**src/rtl/keypad_event_ctrl.sv**
```systemverilog
// keypad_event_ctrl
//   Turns the level-sensitive 16-bit key vector from the keypad scanner into
//   a stream of debounced key events, buffered in a small FIFO and drained
//   over a valid/ready handshake.
//
//   Pipeline: debounce (raw_q/cnt_q -> stable_q), edge detect against
//   stable_prev_q, pending masks, lowest-index arbiter, circular FIFO.
//
// Parameters
//   DEBOUNCE  cycles keys must stay unchanged before being accepted (>= 2)
//   DEPTH     event FIFO depth (power of 2, >= 2)
//
// Ports
//   clk        single clock
//   rst_l      asynchronous active-low reset
//   keys       one bit per key, 1 = pressed, bit index = key code
//   evt_valid  FIFO non-empty, evt_code holds the head event
//   evt_code   {release flag, key code[3:0]}
//   evt_ready  consumer accepts the head event
//   evt_count  FIFO occupancy
//   ovf        sticky: a key edge was lost (duplicate while still pending)
//   clr_ovf    synchronous clear of ovf (a same-cycle new overflow wins)
//
// Build option
//   KEYPAD_RELEASE_EVT_EN  when defined, release edges generate events with
//                          evt_code[4] = 1; presses have priority. When
//                          undefined only press events exist and
//                          evt_code[4] is tied to 0.

module keypad_event_ctrl #(
  parameter int DEBOUNCE = 2_000_000,
  parameter int DEPTH    = 4
) (
  input  logic                     clk,
  input  logic                     rst_l,
  input  logic [15:0]              keys,
  output logic                     evt_valid,
  output logic [4:0]               evt_code,
  input  logic                     evt_ready,
  output logic [$clog2(DEPTH):0]   evt_count,
  output logic                     ovf,
  input  logic                     clr_ovf
);

  localparam int CW = $clog2(DEBOUNCE);
  localparam int AW = $clog2(DEPTH);
  localparam logic [CW-1:0] CNT_MAX = CW'(DEBOUNCE - 1);

`ifdef KEYPAD_RELEASE_EVT_EN
  localparam int EW = 5;
`else
  localparam int EW = 4;
`endif

  function automatic logic [3:0] lowest_idx(input logic [15:0] v);
    logic [3:0] idx;
    idx = '0;
    for (int i = 15; i >= 0; i--) begin
      if (v[i]) idx = 4'(i);
    end
    return idx;
  endfunction

  logic [15:0]   raw_q, raw_d;
  logic [CW-1:0] cnt_q, cnt_d;
  logic [15:0]   stable_q, stable_d;
  logic [15:0]   stable_prev_q;
  logic [15:0]   press;
  logic [15:0]   pend_p_q, pend_p_d, grant_p, lost;
  logic [3:0]    idx_p;
  logic          ovf_q, ovf_d;
  logic [AW:0]   wptr_q, wptr_d, rptr_q, rptr_d;
  logic [EW-1:0] mem_q [DEPTH];
  logic [EW-1:0] push_code, head;
  logic          full, empty, any_pend, push, pop;

`ifdef KEYPAD_RELEASE_EVT_EN
  logic [15:0]   rel, pend_r_q, pend_r_d, grant_r;
  logic [3:0]    idx_r;
  assign rel      = ~stable_q & stable_prev_q;
  assign any_pend = (|pend_p_q) || (|pend_r_q);
`else
  assign any_pend = |pend_p_q;
`endif

  // ---- debounce stage: any change restarts the hold counter ----
  always_comb begin
    raw_d    = raw_q;
    cnt_d    = cnt_q;
    stable_d = stable_q;
    if (keys != raw_q) begin
      raw_d = keys;
      cnt_d = '0;
    end else if (cnt_q != CNT_MAX) begin
      cnt_d = cnt_q + 1'b1;
    end else begin
      stable_d = raw_q;
    end
  end

  // ---- edge detect stage ----
  assign press = stable_q & ~stable_prev_q;

  // ---- FIFO status from registered pointers only ----
  assign empty     = (wptr_q == rptr_q);
  assign full      = (wptr_q[AW] != rptr_q[AW]) &&
                     (wptr_q[AW-1:0] == rptr_q[AW-1:0]);
  assign evt_valid = !empty;
  assign pop       = evt_valid && evt_ready;
  assign evt_count = wptr_q - rptr_q;

  // ---- pending masks and arbiter stage ----
  always_comb begin
    idx_p     = lowest_idx(pend_p_q);
    push      = !full && any_pend;
    grant_p   = '0;
    push_code = '0;
`ifdef KEYPAD_RELEASE_EVT_EN
    idx_r   = lowest_idx(pend_r_q);
    grant_r = '0;
`endif
    if (push) begin
      if (|pend_p_q) begin
        grant_p   = 16'b1 << idx_p;
        push_code = EW'(idx_p);
`ifdef KEYPAD_RELEASE_EVT_EN
      end else begin
        grant_r   = 16'b1 << idx_r;
        push_code = {1'b1, idx_r};
`endif
      end
    end
    // A pending bit that was not granted cannot hold a second edge; that
    // edge is dropped and flagged. Bits held while the FIFO is full are
    // never lost on their own.
    pend_p_d = (pend_p_q & ~grant_p) | press;
    lost     = press & pend_p_q & ~grant_p;
`ifdef KEYPAD_RELEASE_EVT_EN
    pend_r_d = (pend_r_q & ~grant_r) | rel;
    lost     = lost | (rel & pend_r_q & ~grant_r);
`endif
    if (|lost)        ovf_d = 1'b1;
    else if (clr_ovf) ovf_d = 1'b0;
    else              ovf_d = ovf_q;
    wptr_d = wptr_q + {{AW{1'b0}}, push};
    rptr_d = rptr_q + {{AW{1'b0}}, pop};
  end

  always_ff @(posedge clk or negedge rst_l) begin
    if (!rst_l) begin
      raw_q         <= '0;
      cnt_q         <= '0;
      stable_q      <= '0;
      stable_prev_q <= '0;
      pend_p_q      <= '0;
`ifdef KEYPAD_RELEASE_EVT_EN
      pend_r_q      <= '0;
`endif
      ovf_q         <= 1'b0;
      wptr_q        <= '0;
      rptr_q        <= '0;
    end else begin
      raw_q         <= raw_d;
      cnt_q         <= cnt_d;
      stable_q      <= stable_d;
      stable_prev_q <= stable_q;
      pend_p_q      <= pend_p_d;
`ifdef KEYPAD_RELEASE_EVT_EN
      pend_r_q      <= pend_r_d;
`endif
      ovf_q         <= ovf_d;
      wptr_q        <= wptr_d;
      rptr_q        <= rptr_d;
    end
  end

  // ---- FIFO storage stage (data only, no reset) ----
  always_ff @(posedge clk) begin
    if (push) mem_q[wptr_q[AW-1:0]] <= push_code;
  end

  assign head = mem_q[rptr_q[AW-1:0]];
  assign ovf  = ovf_q;

  // Storage is not reset, so the head is masked while the FIFO is empty.
`ifdef KEYPAD_RELEASE_EVT_EN
  assign evt_code = empty ? 5'd0 : head;
`else
  assign evt_code = empty ? 5'd0 : {1'b0, head};
`endif

endmodule
```
**config.mk**
```make
export PLATFORM = sky130hd
export DESIGN_NAME = keypad_event_ctrl
export DESIGN_NICKNAME = d
export VERILOG_FILES = /design/src/rtl/keypad_event_ctrl.sv
export SDC_FILE = /design/constraint.sdc
export NUM_CORES = 1
export LEC_CHECK = 0
export CAP_MARGIN = 20
export CORE_MARGIN = 4
export CORE_UTILIZATION = 53
export CTS_CLUSTER_SIZE = 30
export DETAILED_ROUTE_END_ITERATION = 10
export PLACE_DENSITY = 0.74
export SYNTH_ARGS = -nofsm -noshare
export SYNTH_HDL_FRONTEND = slang
export SYNTH_SLANG_ARGS = --single-unit
```
**constraint.sdc**
```tcl
create_clock -name clk -period 2.3 [get_ports clk]
set_clock_uncertainty 0.05 [all_clocks]
set_input_delay 0.23 -clock clk [delete_from_list [all_inputs] [get_ports clk]]
set_output_delay 0.23 -clock clk [all_outputs]
set_load 0.05 [all_outputs]
```
==> impl_metrics.tcl, run 1 <==
set metrics [dict create \
    status "finished, violations left" \
    violations "negative setup slack" \
    synth.top_cells.by_area "dfrtp_1, edfxtp_1, xor2_1" \
    multiInputGateArea_um2 1996 \
    ys_async_sr_fraction 0.8519 \
    drive_gt1_frac 0.2415 \
    cp.arrival_ns 2.51 \
    drtPass1Iterations 5 \
    leakage_nw 2.544 \
    drv_cap 0 \
    cts.path.max_buffers 2 \
    netlist_instances 409 \
    die_x_um 103.2 \
    peakVddDrop_v 0.0007053 \
    drt_wl_total_um 9450 \
    place_inst 563 \
    grt_pass1_wl_um 16020 \
    syn_area_um2 4805 \
    fill_cells 679 \
    ys_seq_area_frac 0.5792 \
    drcViolationCount 0 \
    cp_max_fo 4 \
    synth_top_cell_by_area "dfrtp_1" \
    layout_commonest_cell "dfrtp_1" \
    ys.warnings.count 0 \
    required_ns 2.50 \
    synth_edf_count 16 \
    root_buffer "clkbuf_8" \
    gp_congestion 0.9293 \
    cts.sinks 108 \
    clk_pin_slew_ns 0.11 \
    initial_core_util 0.5483 \
    fmax_mhz 432.8 \
    slowest_stage "or4_4" \
    max_stage_delay_ns 0.55 \
    ys_seq_elements 108 \
    grt_overflow_total 0 \
    cp_cell_sequence "or4_4, a31o_4, or3_4, o31ai_4, nor2_1, nor4_2, nand4_1" \
    syn_nets 437 \
    crit_type "reg -> reg" \
    coreArea_um2 8763 \
    power_density_nw_per_um2 713.4 \
    io-pin-count 30 \
    wl_per_cell_um 16.29 \
    die_h_um 103.2 \
    first_global_vias 3329 \
    slew_headroom 0.5951 \
    numCtsBuffers 9 \
    grt_max_degree 44 \
    layout_common_cells "dfrtp_1, buf_4, nor2_1" \
    min_path_type "in -> reg" \
    finalCritPeriodShare 1.005 \
    worst_pin_slew_ns 0.6027 \
    total_power_mw 4.131 \
    fin_cells 580 \
    antenna_found_initial 0 \
    ant_nets 0 \
    avgSynthCellArea_um2 11.75 \
    area_growth_pct 20.52 \
    synth_cell_types 60 \
    synth-main-ff-cell "dfrtp_1" \
    finalHoldViolations 0 \
    finalWorstSetupSlack_ns -0.01073 \
    nNetsFinal 495 \
    htreeDepth 3 \
    crit_path_start_kind "flip-flop" \
    die-area_um2 10650 \
    insertion_delay_ns 0.37 \
    ff_latch_area_um2 2784 \
    cts_setup_buffers 0 \
    rows 34 \
    viasPerCell 5.578 \
    worst_r2r_path_depth 7 \
    finalMaxSlewViolations 0 \
    whs_path_depth 1 \
    insertedDiodeCount 0 \
    place.detailed.hpwl_um 7091 \
    rsz0062_at_grt "yes" \
    post-route-min-period_ns 2.311 \
    first_iter_violations 157 \
    fin_setup_tns_ns -0.01073 \
    vias 3235 \
    io_buffers 28 \
    setup_viol 1 \
    grt_usage 0.1963 \
    cts_tree "done" \
    dpl_worst_slack_ns -0.1644 \
    synthDominantCellAreaShare 0.4792 \
    critPathCaptureType "flip-flop" \
]
logic make-up after synthesis:
logic type / synth area share
other: 0.0007805
multiplexers: 0.05625
flip-flops: 0.5792
AND/OR/NAND/NOR: 0.1547
adder cells (fa/ha/maj): 0.02448
AO/OA/AOI/OAI: 0.07865
XOR/XNOR: 0.07292
buffers and inverters: 0.03307
worst max-delay path, delay by kind of cell (launching register included):
| kind | cells | cell delay, ns |
|---|---|---|
| flops | 1 | 0.39 |
| compound gates | 2 | 0.42 |
| simple gates | 5 | 1.33 |
final cells by class:
cell class                 count  share of cell area
clock inverter                 7             0.01016
inverter                      18             0.01167
timing repair buffer          70              0.1080
tap                          108             0.02334
sequential                   108              0.4808
clock buffer                   9             0.02139
multi-input combinational    260              0.3446
where the power goes:
part / internal [mW] / total, mW / switching, mW
Sequential: 1.97 / 2.01 / 0.0341
Combinational: 0.424 / 1.04 / 0.613
Clock: 0.409 / 1.08 / 0.676
Total: 2.81 / 4.13 / 1.32
state kept, by name (all words and copies together), names as in the netlist:
register and flops:
pend_p_q 16, cnt_q 21, mem_q 16, rptr_q 3, raw_q 16, stable_q 16
ovf 1, wptr_q 3, stable_prev_q 16
per-stage QoR:
step                      utilization  hold slack (ns)  area (um^2)
after floorplan                     -          -0.1156         4821
after global placement         0.6254           0.1948         5480
after detailed placement       0.6254           0.2007         5480
after CTS                      0.6479           0.2660         5678
after global routing           0.6608           0.2636         5791
final                          0.6608           0.2809         5791
layer usage:
layer,track usage,up-vias,share of wire
li1,-,1537,-
met1,0.2617,1611,0.45
met2,0.3078,69,0.49
met3,0.04561,18,0.045
met4,0.08964,0,0.019
met5,0,-,0
cells in the mapped netlist, types with 5 or more instances:
master and instances:
dfrtp_1 92, nor2_1 36, xor2_1 33, nand2_1 22
clkbuf_1 21, inv_1 18, edfxtp_1 16, mux2_2 16
o21ai_0 16, nor2b_1 13, nand2b_1 11, nand3_1 11
nor3_1 9, ha_1 7, nor4_1 7, xnor2_1 7
a21oi_1 6, o31ai_1 5
final timing paths:
kind	from	slack [ns]	to
hold / removal	keys[11]	0.28	raw_q[11]
min in group asynchronous	rst_l	0.33	raw_q[10]
max in group asynchronous	rst_l	1.22	cnt_q[15]
hold reg to reg	stable_q[3]	0.35	stable_prev_q[3]
setup reg to reg	pend_p_q[0]	-0.01	ovf
setup / recovery	pend_p_q[0]	-0.01	ovf
what timing repair did:
| item | 4_1_cts | 5_1_grt |
|---|---|---|
| gates resized for setup | 1 | 22 |
| hold endpoints to repair | 41 | 0 |
| endpoints found under the setup margin | 2 | 36 |
| pin swaps | 1 | 5 |
| hold buffers | 1 | 0 |
No activity file was read; power rests on OpenSTA's default activity.
==> run 2: changes to the inputs <==
--- a/config.mk
+++ b/config.mk
@@ -10,7 +10,9 @@
 export CORE_UTILIZATION = 53
 export CTS_CLUSTER_SIZE = 30
 export DETAILED_ROUTE_END_ITERATION = 10
+export MAX_ROUTING_LAYER = met4
 export PLACE_DENSITY = 0.74
+export SETUP_SLACK_MARGIN = 0.15
 export SYNTH_ARGS = -nofsm -noshare
 export SYNTH_HDL_FRONTEND = slang
 export SYNTH_SLANG_ARGS = --single-unit
==> run 2 against run 1 <==
The run still ends with negative setup slack left. Via count decreased by 1.7%. Flip-flop and latch count stayed put. Utilization up 1.0 points. Non-clock buffer count stayed put. Register-to-register slack got worse by 0.08 ns. Critical path depth unchanged. Sequential share of layout area fell by 0.74 points. Fmax down 3.4%. Clock-buffer cell count unchanged. Global-route usage rose by 0.15 points. Final cell count stayed put. Critical path type unchanged.
==> impl_metrics.tcl, run 2 (synthesis results as in run 1) <==
set metrics [dict create \
    coreArea_um2 8763 \
    grt_overflow_total 0 \
    largest_register_ffs 21 \
    drt_wl_total_um 9396 \
    crit_path_start_kind "flip-flop" \
    nNetsFinal 495 \
    finalMaxSlewViolations 0 \
    grt_max_degree 61 \
    r2r_slack_ns -0.09 \
    status "finished, violations left" \
    drive_gt1_frac 0.2648 \
    numCtsBuffers 9 \
    timing.rr.end "ovf" \
    min_path_type "in -> async" \
    gp_congestion 0.9209 \
    p_sw_mw 1.337 \
    finalWorstSetupSlack_ns -0.09250 \
    final_util 0.6708 \
    p_seq_frac 0.483 \
    combPwrFrac 0.257 \
    drv_cap 0 \
    first_iter_violations 159 \
    layout_common_cells "dfrtp_1, buf_4, nor2_1" \
    p_sw_frac 0.3211 \
    place.detailed.hpwl_um 6866 \
    clkPwrFrac 0.260 \
    post-route-min-period_ns 2.393 \
    initial_core_util 0.5483 \
    crit_type "reg -> reg" \
    finalHoldViolations 0 \
    dpl_worst_slack_ns -0.1579 \
    violations "negative setup slack" \
    required_ns 2.49 \
    area_growth_pct 22.34 \
    critPathCaptureType "flip-flop" \
    viasPerCell 5.483 \
    antenna_found_initial 0 \
    rsz0062_at_grt "yes" \
    die-area_um2 10650 \
    drtPass1Iterations 4 \
    cts_tree "done" \
    die_x_um 103.2 \
    die_h_um 103.2 \
    leakage_nw 2.550 \
    root_buffer "clkbuf_8" \
    timing.rr.start "pend_p_q[0]" \
    ant_nets 0 \
    io-pin-count 30 \
    io_buffers 28 \
    htreeDepth 3 \
    layout_commonest_cell "dfrtp_1" \
    fmax_mhz 418.0 \
    drcViolationCount 0 \
    vias 3180 \
    wl_per_cell_um 16.20 \
    power_density_nw_per_um2 708.5 \
    grt_usage 0.1978 \
    max_stage_delay_ns 0.54 \
    finalCritPeriodShare 1.040 \
    holdWs_ns 0.2644 \
    top_register "cnt_q" \
    cts.sinks 108 \
    cts.path.max_buffers 2 \
    insertion_delay_ns 0.37 \
    fin_setup_tns_ns -0.09250 \
    cp_max_fo 4 \
    rows 34 \
    clk_pin_slew_ns 0.11 \
    cp.arrival_ns 2.58 \
    setup_viol 1 \
    insertedDiodeCount 0 \
    peakVddDrop_v 0.0005395 \
    worst_r2r_path_depth 7 \
    slowest_stage "or4_4" \
    intPower_mw 2.827 \
    grt_pass1_wl_um 15590 \
    cp_cell_sequence "or4_4, a31o_4, or3_4, o31ai_4, nor2_1, nor4_2, nand4_1" \
    first_global_vias 3212 \
]
## run 2: routing by layer
layer	track usage	wire length, um	up-vias
met5	-	0	-
met1	0.2590	4225	1580
li1	-	-	1530
met2	0.3167	4666	56
met3	0.03756	368	14
met4	0.05976	136	0
## run 2: area by class of cell
type,instances,area (um^2)
clock buffer,9,123.9
clock inverter,7,57.56
fill,656,2885
inverter,18,67.56
multi-input combinational,260,2074
sequential,108,2783
tap,108,135.1
timing repair buffer,70,636.9
## run 2: metrics by stage
| stage | power (mW) | instances | instance area [um^2] |
|---|---|---|---|
| CTS | 4.141 | 576 | 5743 |
| detailed placement | 3.058 | 557 | 5465 |
| global route | 4.360 | 580 | 5878 |
| global placement | 3.041 | 557 | 5465 |
| floorplan | 2.604 | 409 | 4851 |
| finish | 4.165 | 580 | 5878 |
## run 2: power groups by stage
stage               Sequential, mW  Combinational [mW]  Clock [mW]
floorplan                     2.07               0.539           0
global placement              2.04               0.999           0
detailed placement            2.04                1.02           0
CTS                           2.00                1.03        1.10
global route                  2.02                1.14        1.20
finish                        2.01                1.07        1.08
## run 2: worst max-delay path by stage
stage	startpoint	end	slack, ns
floorplan	pend_p_q[0]	ovf	-0.07
global placement	keys[1]	stable_q[10]	-0.08
detailed placement	keys[1]	stable_q[7]	-0.16
CTS	pend_p_q[0]	ovf	-0.10
global route	pend_p_q[0]	ovf	-0.16
finish	pend_p_q[0]	ovf	-0.09
## run 2: timing repair
action | in CTS | in global routing
gates resized for setup | 13 | 22
hold buffers | 1 | 0
pin swaps | 3 | 6
buffers inserted | 2 | 4
hold endpoints to repair | 32 | 0
setup endpoints to repair | 32 | 47
## run 2: worst max-delay path, delay by kind of cell (launching register included)
kind | cells | cell delay, ns
AO/OA/AOI/OAI | 2 | 0.42
flip-flops | 1 | 0.39
AND/OR/NAND/NOR | 5 | 1.40
==> run 3: changes to the inputs <==
--- a/config.mk
+++ b/config.mk
@@ -6,8 +6,10 @@
 export NUM_CORES = 1
 export LEC_CHECK = 0
 export CAP_MARGIN = 20
+export CELL_PAD_IN_SITES_DETAIL_PLACEMENT = 1
+export CELL_PAD_IN_SITES_GLOBAL_PLACEMENT = 2
 export CORE_MARGIN = 4
-export CORE_UTILIZATION = 53
+export CORE_UTILIZATION = 36
 export CTS_CLUSTER_SIZE = 30
 export DETAILED_ROUTE_END_ITERATION = 10
 export MAX_ROUTING_LAYER = met4
==> run 3 against run 2 <==
The flow still finishes with violations (negative setup slack). Critical path depth did not move. Via count increased by 1.3%. Sequential share of layout area fell by 2.2 points. First-iteration DRC count shrank 15%. Sequential power barely moved. Combinational power about the same. Wire length grew 18%. Clock-buffer cell count increased by 4. Clock power increased by 42%. Design area rose by 4.8%. Register-to-register slack improved by 0.02 ns. Largest power group unchanged.
==> impl_metrics.tcl, run 3 (synthesis results as in run 1) <==
set metrics [dict create \
    status "finished, violations left" \
    violations "negative setup slack" \
    power_density_nw_per_um2 748.4 \
    viasPerCell 4.978 \
    grt_overflow_total 0 \
    met3_usage 0.03111 \
    drcViolationCount 0 \
    insertion_delay_ns 0.35 \
    peakVddDrop_v 0.0005509 \
    io_buffers 28 \
    final_util 0.4802 \
    design_area_um2 6158 \
    worst_pin_slew_ns 0.5012 \
    post-route-min-period_ns 2.371 \
    finalMaxSlewViolations 0 \
    fmax_mhz 421.7 \
    slew_headroom 0.6648 \
    drive_gt1_frac 0.2800 \
    busiest_layer "met2" \
    htreeDepth 3 \
    die-area_um2 15260 \
    grt_util_met1 0.2140 \
    crit_type "reg -> reg" \
    cp_max_fo 4 \
    die_h_um 123.5 \
    largest_register_ffs 21 \
    first_global_vias 3579 \
    first_iter_violations 135 \
    finalCritPeriodShare 1.031 \
    wl_per_cell_um 17.09 \
    ant_nets 0 \
    layout_common_cells "dfrtp_1, buf_4, nor2_1" \
    top_register "cnt_q" \
    place.detailed.hpwl_um 8059 \
    post_dp_cell_area_um2 5575 \
    antenna_found_initial 0 \
    grt_max_degree 68 \
    critPathCaptureType "flip-flop" \
    grt_pass1_wl_um 18640 \
    finalHoldViolations 0 \
    cts.sinks 108 \
    io-pin-count 30 \
    numCtsBuffers 9 \
    startpoint "pend_p_q[3]" \
    total_power_mw 4.609 \
    leakage_nw 2.645 \
    drtPass1Iterations 4 \
    cts.path.max_buffers 2 \
    insertedDiodeCount 0 \
    min_path_type "in -> async" \
    drt_wl_total_um 11060 \
    gp_congestion 0.8463 \
    dpl_worst_slack_ns -0.1378 \
    finalWorstSetupSlack_ns -0.07128 \
    root_buffer "clkbuf_16" \
    required_ns 2.46 \
    area_growth_pct 28.18 \
    grt_usage 0.1635 \
    vias 3221 \
    nNetsFinal 498 \
    die_x_um 123.5 \
    initial_core_util 0.3746 \
    crit_path_start_kind "flip-flop" \
    rows 41 \
    setup_viol 1 \
    timing.rr.start "pend_p_q[3]" \
    layout_commonest_cell "dfrtp_1" \
    cp.arrival_ns 2.53 \
    drv_cap 0 \
    cts_tree "done" \
    gr-usage-met2 0.2610 \
    clk_pin_slew_ns 0.07 \
    coreArea_um2 12820 \
    rsz0062_at_grt "yes" \
]
[run 3: cell types whose count changed in the layout (fill, tap and decap cells not counted), sizes merged]
cell and delta:
clkinvlp -1, clkbuf +4, buf +3, inv -3
[run 3: through the flow]
stage | setup TNS (ns) | hold slack (ns) | std cells
after floorplan | -0.06761 | -0.1156 | 409
after global placement | -0.3349 | 0.1058 | 625
after detailed placement | -1.377 | 0.1102 | 625
after CTS | -0.06151 | 0.2762 | 645
after global routing | -0.1447 | 0.3111 | 647
final | -0.07128 | 0.2809 | 647
[run 3: report_power, final]
| group | total, mW | switching (mW) | internal [mW] |
|---|---|---|---|
| clock network | 1.53 | 0.684 | 0.842 |
| registers | 2.01 | 0.0356 | 1.98 |
| logic | 1.07 | 0.638 | 0.434 |
[run 3: per-layer routing]
layer	wire (um)	part of all wire
met3	299	0.027
met5	0	0
met1	5127	0.46
met2	5486	0.50
met4	144	0.013
[run 3: cell type report]
class                   count  area [um^2]
repair buffers             73        666.9
clock inverters             3        26.28
inverters                  18        71.32
clock buffers              13        271.5
well taps                 172        215.2
flip-flops and latches    108         2783
fillers                  1366         6666
multi-input cells         260         2125
[run 3: worst paths after layout]
kind,end,slack [ns],depth (start not counted)
worst min-delay path,raw_q[12],0.28,2
worst max-delay path,ovf,-0.07,7
min in group clk,raw_q[0],0.32,1
worst max register to register,ovf,-0.07,7
worst min register to register,stable_prev_q[0],0.35,0
max in group asynchronous,rptr_q[0],1.27,3
[run 3: worst max-delay path: stages (launching register included)]
cell and delay, ns:
dfrtp_1 0.38, or4_4 0.54, a31o_4 0.22, or3_4 0.38
o31ai_4 0.27, nor2_2 0.06, nor4_2 0.20, nand4_1 0.13
[run 3: repair_timing]
item / 4_1_cts / 5_1_grt
hold endpoints to repair: 25 / 0
buffers inserted: 3 / 2
setup endpoints to repair: 30 / 59
hold buffers: 1 / 0
gates resized for setup: 24 / 30
pin swaps: 12 / 6
